$ cat src/rtl/tt_ctrl_pkg.sv
`default_nettype none
// +--------------------------------------------------------------------------+
// | Package    : tt_ctrl_pkg                                                 |
// | Description: Shared control encodings for the set/clear flag bank:       |
// |              the 2-bit conflict-mode type and the per-channel            |
// |              set/clear resolution helper.                                |
// | Revision   : 1.0 - initial release                                       |
// +--------------------------------------------------------------------------+
package tt_ctrl_pkg;

    // Behaviour when set and clear are both asserted on one channel.
    typedef enum logic [1:0] {
        MODE_SET_WINS = 2'b00,
        MODE_CLR_WINS = 2'b01,
        MODE_HOLD     = 2'b10,
        MODE_TOGGLE   = 2'b11
    } mode_t;

    // Next flag value from the qualified set/clear pair and the current value.
    function automatic logic resolve_next(input logic s, input logic c,
                                          input logic q, input mode_t mode);
        logic nxt;
        nxt = q;
        case ({s, c})
            2'b10:   nxt = 1'b1;
            2'b01:   nxt = 1'b0;
            2'b11: begin
                case (mode)
                    MODE_SET_WINS: nxt = 1'b1;
                    MODE_CLR_WINS: nxt = 1'b0;
                    MODE_HOLD:     nxt = q;
                    MODE_TOGGLE:   nxt = ~q;
                    default:       nxt = q;
                endcase
            end
            default: nxt = q;
        endcase
        return nxt;
    endfunction

endpackage : tt_ctrl_pkg
`default_nettype wire

$ cat src/rtl/sr_latch_bank_if.sv
`default_nettype none
// +--------------------------------------------------------------------------+
// | Interface  : sr_latch_bank_if                                            |
// | Description: Request/status bundle of the set/clear flag bank.           |
// |   set_i/clr_i  N   per-channel set / clear requests                      |
// |   mode_i       2   conflict mode (tt_ctrl_pkg::mode_t)                   |
// |   excl_i       1   exclusive (one-hot) group mode                        |
// |   q_o/chg_o    N   registered flags / one-cycle change pulses            |
// |   cnt_o        CW  number of set flags                                   |
// |   any_o        1   at least one flag set                                 |
// |   master: drives requests (control logic / bench); slave: the bank.      |
// | Revision   : 1.0 - initial release                                       |
// +--------------------------------------------------------------------------+
interface sr_latch_bank_if #(
    parameter int N = 4
);
    import tt_ctrl_pkg::*;

    localparam int c_cnt_w = $clog2(N + 1);

    logic [N-1:0]       set_i;
    logic [N-1:0]       clr_i;
    mode_t              mode_i;
    logic               excl_i;
    logic [N-1:0]       q_o;
    logic [N-1:0]       chg_o;
    logic [c_cnt_w-1:0] cnt_o;
    logic               any_o;

    modport master (
        output set_i, clr_i, mode_i, excl_i,
        input  q_o, chg_o, cnt_o, any_o
    );

    modport slave (
        input  set_i, clr_i, mode_i, excl_i,
        output q_o, chg_o, cnt_o, any_o
    );

endinterface : sr_latch_bank_if
`default_nettype wire

$ cat src/rtl/sr_latch_bank_cell.sv
`default_nettype none
// +--------------------------------------------------------------------------+
// | Module     : sr_cell                                                     |
// | Description: One channel of the flag bank. Holds the input edge history, |
// |              qualifies set/clear (level or rising edge) and resolves the |
// |              channel's next value. The flag register itself lives in the |
// |              top so exclusive mode can override it.                      |
// |   clk, rst_n        clock, synchronous active-low reset                   |
// |   set_i, clr_i      raw requests for this channel                         |
// |   q_i               current flag value                                    |
// |   mode_i            conflict mode                                         |
// |   s_o               qualified set (feeds the exclusive encoder)           |
// |   nxt_o             resolved next value                                   |
// | Revision   : 1.0 - initial release                                       |
// +--------------------------------------------------------------------------+
module sr_cell
    import tt_ctrl_pkg::*;
#(
    parameter bit EDGE = 1'b0
) (
    input  wire   clk,
    input  wire   rst_n,
    input  wire   set_i,
    input  wire   clr_i,
    input  wire   q_i,
    input  mode_t mode_i,
    output logic  s_o,
    output logic  nxt_o
);

    logic r_set_d;
    logic r_clr_d;
    logic w_set_mask;
    logic w_clr_mask;
    logic w_c;

    // History clears on reset, so a request already high in the first cycle
    // after reset is treated as a fresh edge.
    always_ff @(posedge clk) begin
        if (!rst_n) begin
            r_set_d <= 1'b0;
            r_clr_d <= 1'b0;
        end else begin
            r_set_d <= set_i;
            r_clr_d <= clr_i;
        end
    end

    // In level mode the history is masked off and the raw inputs pass through.
    assign w_set_mask = EDGE ? r_set_d : 1'b0;
    assign w_clr_mask = EDGE ? r_clr_d : 1'b0;

    assign s_o   = set_i & ~w_set_mask;
    assign w_c   = clr_i & ~w_clr_mask;
    assign nxt_o = resolve_next(s_o, w_c, q_i, mode_i);

endmodule : sr_cell
`default_nettype wire

$ cat src/rtl/sr_latch_bank.sv
`default_nettype none
// +--------------------------------------------------------------------------+
// | Module     : sr_latch_bank                                               |
// | Description: Bank of N clocked set/clear flags with selectable conflict  |
// |              resolution, optional rising-edge qualification, exclusive   |
// |              (one-hot) group mode, change pulses and an active count.    |
// |   clk     clock, all state on the rising edge                            |
// |   rst_n   synchronous active-low reset (q=RST_VAL, chg=0, history=0)     |
// |   bus     sr_latch_bank_if.slave: set/clr/mode/excl in, q/chg/cnt/any out|
// | Revision   : 1.0 - initial release                                       |
// +--------------------------------------------------------------------------+
module sr_latch_bank
    import tt_ctrl_pkg::*;
#(
    parameter int           N       = 4,
    parameter bit           EDGE    = 1'b0,
    parameter logic [N-1:0] RST_VAL = '0
) (
    input  wire            clk,
    input  wire            rst_n,
    sr_latch_bank_if.slave bus
);

    localparam int c_cnt_w = $clog2(N + 1);

    logic [N-1:0]       w_s;
    logic [N-1:0]       w_nxt;
    logic [N-1:0]       w_cand;
    logic [N-1:0]       w_win;
    logic [N-1:0]       w_q_next;
    logic [c_cnt_w-1:0] w_cnt;
    logic [N-1:0]       r_q;
    logic [N-1:0]       r_chg;

    for (genvar i = 0; i < N; i++) begin : g_cell
        sr_cell #(
            .EDGE (EDGE)
        ) u_cell (
            .clk    (clk),
            .rst_n  (rst_n),
            .set_i  (bus.set_i[i]),
            .clr_i  (bus.clr_i[i]),
            .q_i    (r_q[i]),
            .mode_i (bus.mode_i),
            .s_o    (w_s[i]),
            .nxt_o  (w_nxt[i])
        );
    end

    // A channel can win exclusive mode only if its set survived conflict
    // resolution. x & -x isolates the lowest set bit, i.e. lowest index wins.
    assign w_cand = w_s & w_nxt;
    assign w_win  = w_cand & (~w_cand + N'(1));

    // Without a winner, exclusive mode falls back to plain clears/holds, so
    // bits already set on entry persist until a winner or explicit clear.
    always_comb begin
        w_q_next = w_nxt;
        if (bus.excl_i && (|w_cand)) begin
            w_q_next = w_win;
        end
    end

    always_ff @(posedge clk) begin
        if (!rst_n) begin
            r_q   <= RST_VAL;
            r_chg <= '0;
        end else begin
            r_q   <= w_q_next;
            r_chg <= r_q ^ w_q_next;
        end
    end

    always_comb begin
        w_cnt = '0;
        for (int i = 0; i < N; i++) begin
            w_cnt = w_cnt + c_cnt_w'(r_q[i]);
        end
    end

    assign bus.q_o   = r_q;
    assign bus.chg_o = r_chg;
    assign bus.cnt_o = w_cnt;
    assign bus.any_o = |r_q;

endmodule : sr_latch_bank
`default_nettype wire

$ cat src/flat_wrapper.sv
// flat-port wrapper written by rule: the top's interface ports become plain ports
module sr_latch_bank_flat import tt_ctrl_pkg::*;
#(
    parameter int           N       = 4,
    parameter bit           EDGE    = 1'b0,
    parameter logic [N-1:0] RST_VAL = '0
)
  (clk, rst_n, bus_set_i, bus_clr_i, bus_mode_i, bus_excl_i, bus_q_o, bus_chg_o, bus_cnt_o, bus_any_o);
  sr_latch_bank_if #(.N(N)) bus_i ();
  input  wire clk;
  input  wire rst_n;
  input wire logic [$bits(bus_i.set_i)-1:0] bus_set_i;
  input wire logic [$bits(bus_i.clr_i)-1:0] bus_clr_i;
  input wire logic [$bits(bus_i.mode_i)-1:0] bus_mode_i;
  input wire logic [$bits(bus_i.excl_i)-1:0] bus_excl_i;
  output wire logic [$bits(bus_i.q_o)-1:0] bus_q_o;
  output wire logic [$bits(bus_i.chg_o)-1:0] bus_chg_o;
  output wire logic [$bits(bus_i.cnt_o)-1:0] bus_cnt_o;
  output wire logic [$bits(bus_i.any_o)-1:0] bus_any_o;
  assign bus_i.set_i = bus_set_i;
  assign bus_i.clr_i = bus_clr_i;
  assign bus_i.mode_i = bus_mode_i;
  assign bus_i.excl_i = bus_excl_i;
  assign bus_q_o = bus_i.q_o;
  assign bus_chg_o = bus_i.chg_o;
  assign bus_cnt_o = bus_i.cnt_o;
  assign bus_any_o = bus_i.any_o;
  sr_latch_bank #(.N(N), .EDGE(EDGE), .RST_VAL(RST_VAL)) u_core (.clk(clk), .rst_n(rst_n), .bus(bus_i));
endmodule
$ cat config.mk
export PLATFORM = sky130hd
export DESIGN_NAME = sr_latch_bank_flat
export DESIGN_NICKNAME = d
export VERILOG_FILES = /design/src/rtl/tt_ctrl_pkg.sv /design/src/rtl/sr_latch_bank_if.sv /design/src/rtl/sr_latch_bank_cell.sv /design/src/rtl/sr_latch_bank.sv /design/src/flat_wrapper.sv
export SDC_FILE = /design/constraint.sdc
export NUM_CORES = 1
export LEC_CHECK = 0
export CAP_MARGIN = 20
export CORE_UTILIZATION = 45
export CTS_BUF_LIST = sky130_fd_sc_hd__clkbuf_8
export CTS_CLUSTER_DIAMETER = 120
export DETAILED_ROUTE_END_ITERATION = 12
export PLACE_DENSITY = 0.81
export SLEW_MARGIN = 20
export SYNTH_ARGS = -nofsm -noshare
export SYNTH_HDL_FRONTEND = slang
export SYNTH_SLANG_ARGS = --single-unit
$ cat constraint.sdc
create_clock -name clk -period 2.15 [get_ports clk]
set_input_delay 0.43 -clock clk [delete_from_list [all_inputs] [get_ports clk]]
set_output_delay 0.43 -clock clk [all_outputs]
set_load 0.01 [all_outputs]
==> results of run 1 <==
final timing paths:
check / endpoint / slack, ns / cells past startpoint
worst max-delay path: bus_cnt_o[1] / 0.06 / 5
worst min-delay path: u_core.bus.chg_o[1]$_SDFF_PN0_ / 0.58 / 3
worst max register to register: u_core.bus.chg_o[2]$_SDFF_PN0_ / 0.39 / 6
worst min register to register: u_core.bus.chg_o[1]$_SDFF_PN0_ / 0.58 / 3
cells in the final DEF (no fill, tap or decap), drive strengths merged:
cell type,instances
a2111oi,1
o21bai,1
buf,15
nand4bb,3
a31oi,1
ha,3
o22ai,1
a211oi,1
mux2i,4
o221ai,1
o2111a,1
o21ai,1
clkdlybuf4s50,20
and3b,1
dfxtp,8
inv,5
o211ai,1
clkbuf,5
and2,3
a21oi,4
or4b,1
fa,1
o21a,1
nor2,4
and4bb,1
nand3,1
nor2b,6
dlymetal6s2s,1
nand2,13
nand2b,3
o211a,2
routing by layer:
layer,global-route usage (%),part of all wire [%],up-vias
met5,0,0,-
met4,15.0,1.3,0
met3,2.72,4.2,4
met2,43.3,51,22
met1,23.9,44,315
li1,-,-,345
sequential cells by signal, summed over array words and instances (netlist names):
name / flops
u_core.bus.q_o: 4
u_core.bus.chg_o: 4
power groups by stage:
stage          combinational [W]  sequential (W)  clock, W
2_1_floorplan           0.000108        0.000183         0
3_3_place_gp            0.000229        0.000172         0
3_5_place_dp            0.000235        0.000173         0
4_1_cts                 0.000233        0.000171  0.000184
5_1_grt                 0.000248        0.000172  0.000192
6_report                0.000228        0.000171  0.000179
layout make-up:
type,instances,area share [%]
flip-flops and latches,8,15.5
well taps,15,1.81
multi-input cells,60,44.8
inverters,5,1.81
clock buffers,3,3.99
repair buffers,38,32.1
critical path, cell delays in order (launching register included):
cell and delay, ns:
dfxtp_1 0.33, inv_1 0.07, ha_1 0.29, fa_2 0.34, ha_1 0.27, buf_2 0.14
stage by stage:
| step | total power (W) | area (sq um) |
|---|---|---|
| 4_1_cts | 0.000587 | 1040 |
| 2_1_floorplan | 0.000291 | 674 |
| 3_3_place_gp | 0.000402 | 1000 |
| 3_5_place_dp | 0.000408 | 1000 |
| 5_1_grt | 0.000611 | 1040 |
| 6_report | 0.000578 | 1040 |
cells by family (layout without fill, tap and decap cells):
kind of cell    count (synthesis)  count (layout)  share of synthesized area [%]
simple gates                   36              36                           32.7
buf+inv                        10              46                           7.79
compound gates                 16              16                           21.3
fa+ha+maj                       4               4                           8.54
mux                             4               4                           5.94
flops                           8               8                           23.7
repair_timing:
action                                  in CTS  in global routing
hold buffers                                 0                  0
gates resized for setup                      9                  3
gates cloned                                 0                  0
endpoints found under the setup margin       3                  4
pin swaps                                    1                  0
setup buffers                                0                  0
==> flow_metrics.tcl, run 1 <==
set metrics [dict create \
    outcome "finished, final reports clean" \
    cts-root-buf "clkbuf_8" \
    gp_congestion 0.698 \
    fp.dieH_um 40.7 \
    pwr-share-clk_pct 30.9 \
    grt_pass1_vias 678 \
    max_freq_mhz 478 \
    yosysMostFrequentCell "nand2_1" \
    core_sq_um 1350 \
    ys_warn_count 0 \
    vias 686 \
    period_share_pct 97.4 \
    grt_max_degree 13 \
    netlist_area_sq_um 674 \
    vias_per_cell 5.32 \
    grt_use_total_pct 23.2 \
    start_util_pct 50.0 \
    seq_area_frac_synth_pct 23.7 \
    start_kind "flop" \
    synthTopCellsByCount "nand2_1, dfxtp_1, inv_1, nor2b_1" \
    yosysTopAreaCell "dfxtp_1" \
    post_drt_wl_per_cell_um 13.2 \
    num_io_pins 25 \
    worstReg2RegStart "u_core.bus.q_o[3]$_SDFF_PN0_" \
    maxCapViolations 0 \
    syn_to_final_growth_pct 53.6 \
    grt.overflow.total 0 \
    row_count 13 \
    end_kind "output port" \
    required_ns 1.72 \
    synth_top_area_share_pct 23.7 \
    fin_nets 133 \
    portBuffers 24 \
    antenna_left 0 \
    crit_type "reg -> out" \
    pre_cts_ws_ns -0.172 \
    skew_ns 0.00435 \
    setup_ws_ns 0.0570 \
    ys_types 31 \
    drt_iter0_drc 9 \
    setup_violations 0 \
    placed_cells 126 \
    synth_seq_cells 8 \
    synth_fp_nets 95 \
    cp.arrival_ns 1.66 \
    final_hold_viol_count 0 \
    max-slew-margin-rel_pct 75.7 \
    hold_path_startpoint "u_core.bus.q_o[1]$_SDFF_PN0_" \
    hold_path.class "reg -> reg" \
    power_frac_seq_pct 29.6 \
    drive_above_1_share_pct 22.8 \
    multi_input_area_sq_um 464 \
    synth_area_leaders "dfxtp_1, nand2_1, mux2i_1" \
    cts_sinks 8 \
    regArea_sq_um 160 \
    synth_ff_type "dfxtp_1" \
    antenna_found_initial 0 \
    insertion_delay_ns 0.23 \
    fin_tns_setup_ns 0 \
    avgSynthCellArea_sq_um 8.65 \
    die_area_sq_um 1660 \
    async_flop_share_pct 0 \
    clkTransAtPathRegs_ns 0.04 \
    fin_hold_ws_ns 0.578 \
    tightest_slew_ns 0.360 \
    cp-startpoint "u_core.bus.q_o[1]$_SDFF_PN0_" \
    fillers 111 \
    p_int_w 0.000413 \
    drc 0 \
    swShare_pct 28.6 \
    clockBufferDepth 2 \
    first_pass_iters 4 \
    htree_levels 1 \
    cts_tree "yes" \
    hpwl_um 1360 \
    final_cells 129 \
    cts-buffers-inserted 3 \
    synth-edff-count 0 \
    rsz0062_at_grt "false" \
    grt_pass1_wl_um 2530 \
    routed_wirelength_um 1710 \
    utilization_pct 76.7 \
    period_needed_ns 2.09 \
    leakage_nw 0.471 \
    die_w_um 40.7 \
    powerDensity_nw_per_um2 558 \
    syn-instance-count 78 \
    combPwrFrac_pct 39.5 \
    p_sw_w 0.000165 \
    antenna-diode-count 0 \
    drv_slew 0 \
    worst-path-max-fanout 2 \
    irDropWorstVdd_v 0.000452 \
]
Note: power is estimated with default switching activity, not from simulation.
==> run 2: changes to the inputs <==
CORE_UTILIZATION = 44   (was 45)
PLACE_DENSITY = 0.8   (was 0.81)
==> run 2 against run 1 <==
Effect of this change: die area is 2.2% higher; highest routed layer unchanged; routed wire length rose by 0.76%; sequential power is essentially flat; worst hold slack got worse by 0.014 ns; maximum frequency is 0.45% lower; via count unchanged; critical endpoint unchanged.
==> flow_metrics.tcl, run 2 (synthesis results as in run 1) <==
set metrics [dict create \
    leakage_nw 0.480 \
    core_sq_um 1370 \
    cts-root-buf "clkbuf_8" \
    critPathCapture "bus_cnt_o[1]" \
    fin_hold_ws_ns 0.564 \
    grt_max_degree 13 \
    powerDensity_nw_per_um2 553 \
    max-slew-margin-rel_pct 76.9 \
    crit_type "reg -> out" \
    hold_path.class "reg -> reg" \
    r2r_cells 6 \
    end_kind "output port" \
    row_count 13 \
    die_w_um 41.2 \
    max_freq_mhz 476 \
    tightest_slew_ns 0.346 \
    maxCapViolations 0 \
    place_area_sq_um 1010 \
    grt.overflow.total 0 \
    drc 0 \
    htree_levels 1 \
    final_common_cell "clkdlybuf4s50_1" \
    syn_to_final_growth_pct 55.8 \
    antenna_found_initial 0 \
    final_hold_viol_count 0 \
    cp-startpoint "u_core.bus.q_o[1]$_SDFF_PN0_" \
    post_drt_wl_per_cell_um 13.2 \
    vias 686 \
    antenna-diode-count 0 \
    cts_tree "yes" \
    setup_violations 0 \
    irDropWorstVdd_v 0.000496 \
    required_ns 1.72 \
    rsz0062_at_grt "true" \
    reg2reg_to "u_core.bus.chg_o[2]$_SDFF_PN0_" \
    drv_slew 0 \
    grt_use_total_pct 22.6 \
    grt_pass1_wl_um 2420 \
    vias_per_cell 5.28 \
    insertion_delay_ns 0.23 \
    worst-path-max-fanout 2 \
    layout_common_cells "clkdlybuf4s50_1, buf_4, nand2_1" \
    start_util_pct 49.4 \
    skew_ns 0.00245 \
    outcome "finished, final reports clean" \
    die_area_sq_um 1690 \
    post-cts-setup-buffers 0 \
    clkTransAtPathRegs_ns 0.04 \
    drt_iter0_drc 8 \
    antenna_left 0 \
    first_pass_iters 4 \
    num_io_pins 25 \
    cts-buffers-inserted 3 \
    gp_congestion 0.735 \
    grt_pass1_vias 628 \
    fin_nets 134 \
    regToRegSetupSlack_ns 0.39 \
    start_kind "flop" \
    routed_wirelength_um 1720 \
    cts_sinks 8 \
    utilization_pct 76.9 \
    hold_path_startpoint "u_core.bus.q_o[1]$_SDFF_PN0_" \
    cp.arrival_ns 1.67 \
    clockBufferDepth 2 \
    portBuffers 24 \
    period_needed_ns 2.10 \
    drive_above_1_share_pct 22.6 \
    worstReg2RegStart "u_core.bus.q_o[3]$_SDFF_PN0_" \
    final_area_sq_um 1050 \
    fp.dieH_um 41.2 \
    period_share_pct 97.8 \
    hpwl_um 1280 \
]
==> run 2: how the worst min path moves through the flow <==
stage,to,slack (ns),cells after the start
2_1_floorplan,u_core.bus.chg_o[0]$_SDFF_PN0_,0.49,2
3_3_place_gp,u_core.bus.chg_o[1]$_SDFF_PN0_,0.53,3
3_5_place_dp,u_core.bus.chg_o[1]$_SDFF_PN0_,0.55,3
4_1_cts,u_core.bus.chg_o[1]$_SDFF_PN0_,0.57,3
5_1_grt,u_core.bus.chg_o[1]$_SDFF_PN0_,0.61,3
6_report,u_core.bus.chg_o[1]$_SDFF_PN0_,0.56,3
==> run 2: critical path: stages (launching register included) <==
cell	delay, ns
dfxtp_1	0.32
inv_1	0.05
ha_1	0.30
fa_1	0.37
ha_1	0.27
buf_2	0.14
==> run 2: through the flow <==
step                setup WS (ns)  instances  total power, W  setup TNS (ns)
floorplan                   0.298         78        0.000291               0
global placement           -0.117        127        0.000403          -0.562
detailed placement         -0.194        127        0.000407          -0.895
CTS                      0.000924        130        0.000583               0
global route              -0.0112        130        0.000609         -0.0112
finish                     0.0475        130        0.000581               0
==> run 2: where the power goes <==
group	leakage [nW]	internal, W	switching [W]
Combinational	0.392	0.000129	0.000101
Sequential	0.0663	0.000164	0.00000585
Clock	0.0216	0.000121	0.0000590
==> run 2: routing by layer <==
layer | up-vias | track usage [%] | wire (um)
met4 | 0 | 13.7 | 34
met5 | - | 0 | 0
met3 | 4 | 7.07 | 118
met1 | 314 | 24.5 | 713
met2 | 22 | 37.9 | 853
li1 | 346 | - | -
==> run 2: repair_timing <==
| action | 4_1_cts | 5_1_grt |
|---|---|---|
| gates resized for setup | 7 | 3 |
| endpoints found under the setup margin | 3 | 5 |
| hold buffers | 0 | 0 |
| pin swaps | 0 | 0 |
==> run 2: cell type report <==
type	count	area, sq um
tap	15	18.8
multi-input combinational	60	468
fill	98	315
inverter	5	18.8
timing repair buffer	39	344
sequential	8	160
clock buffer	3	41.3
==> run 3: changes to the inputs <==
TNS_END_PERCENT = 10   (was default)
==> results of run 3 <==
The final DEF is identical to that of run 2; final timing and power are the same.
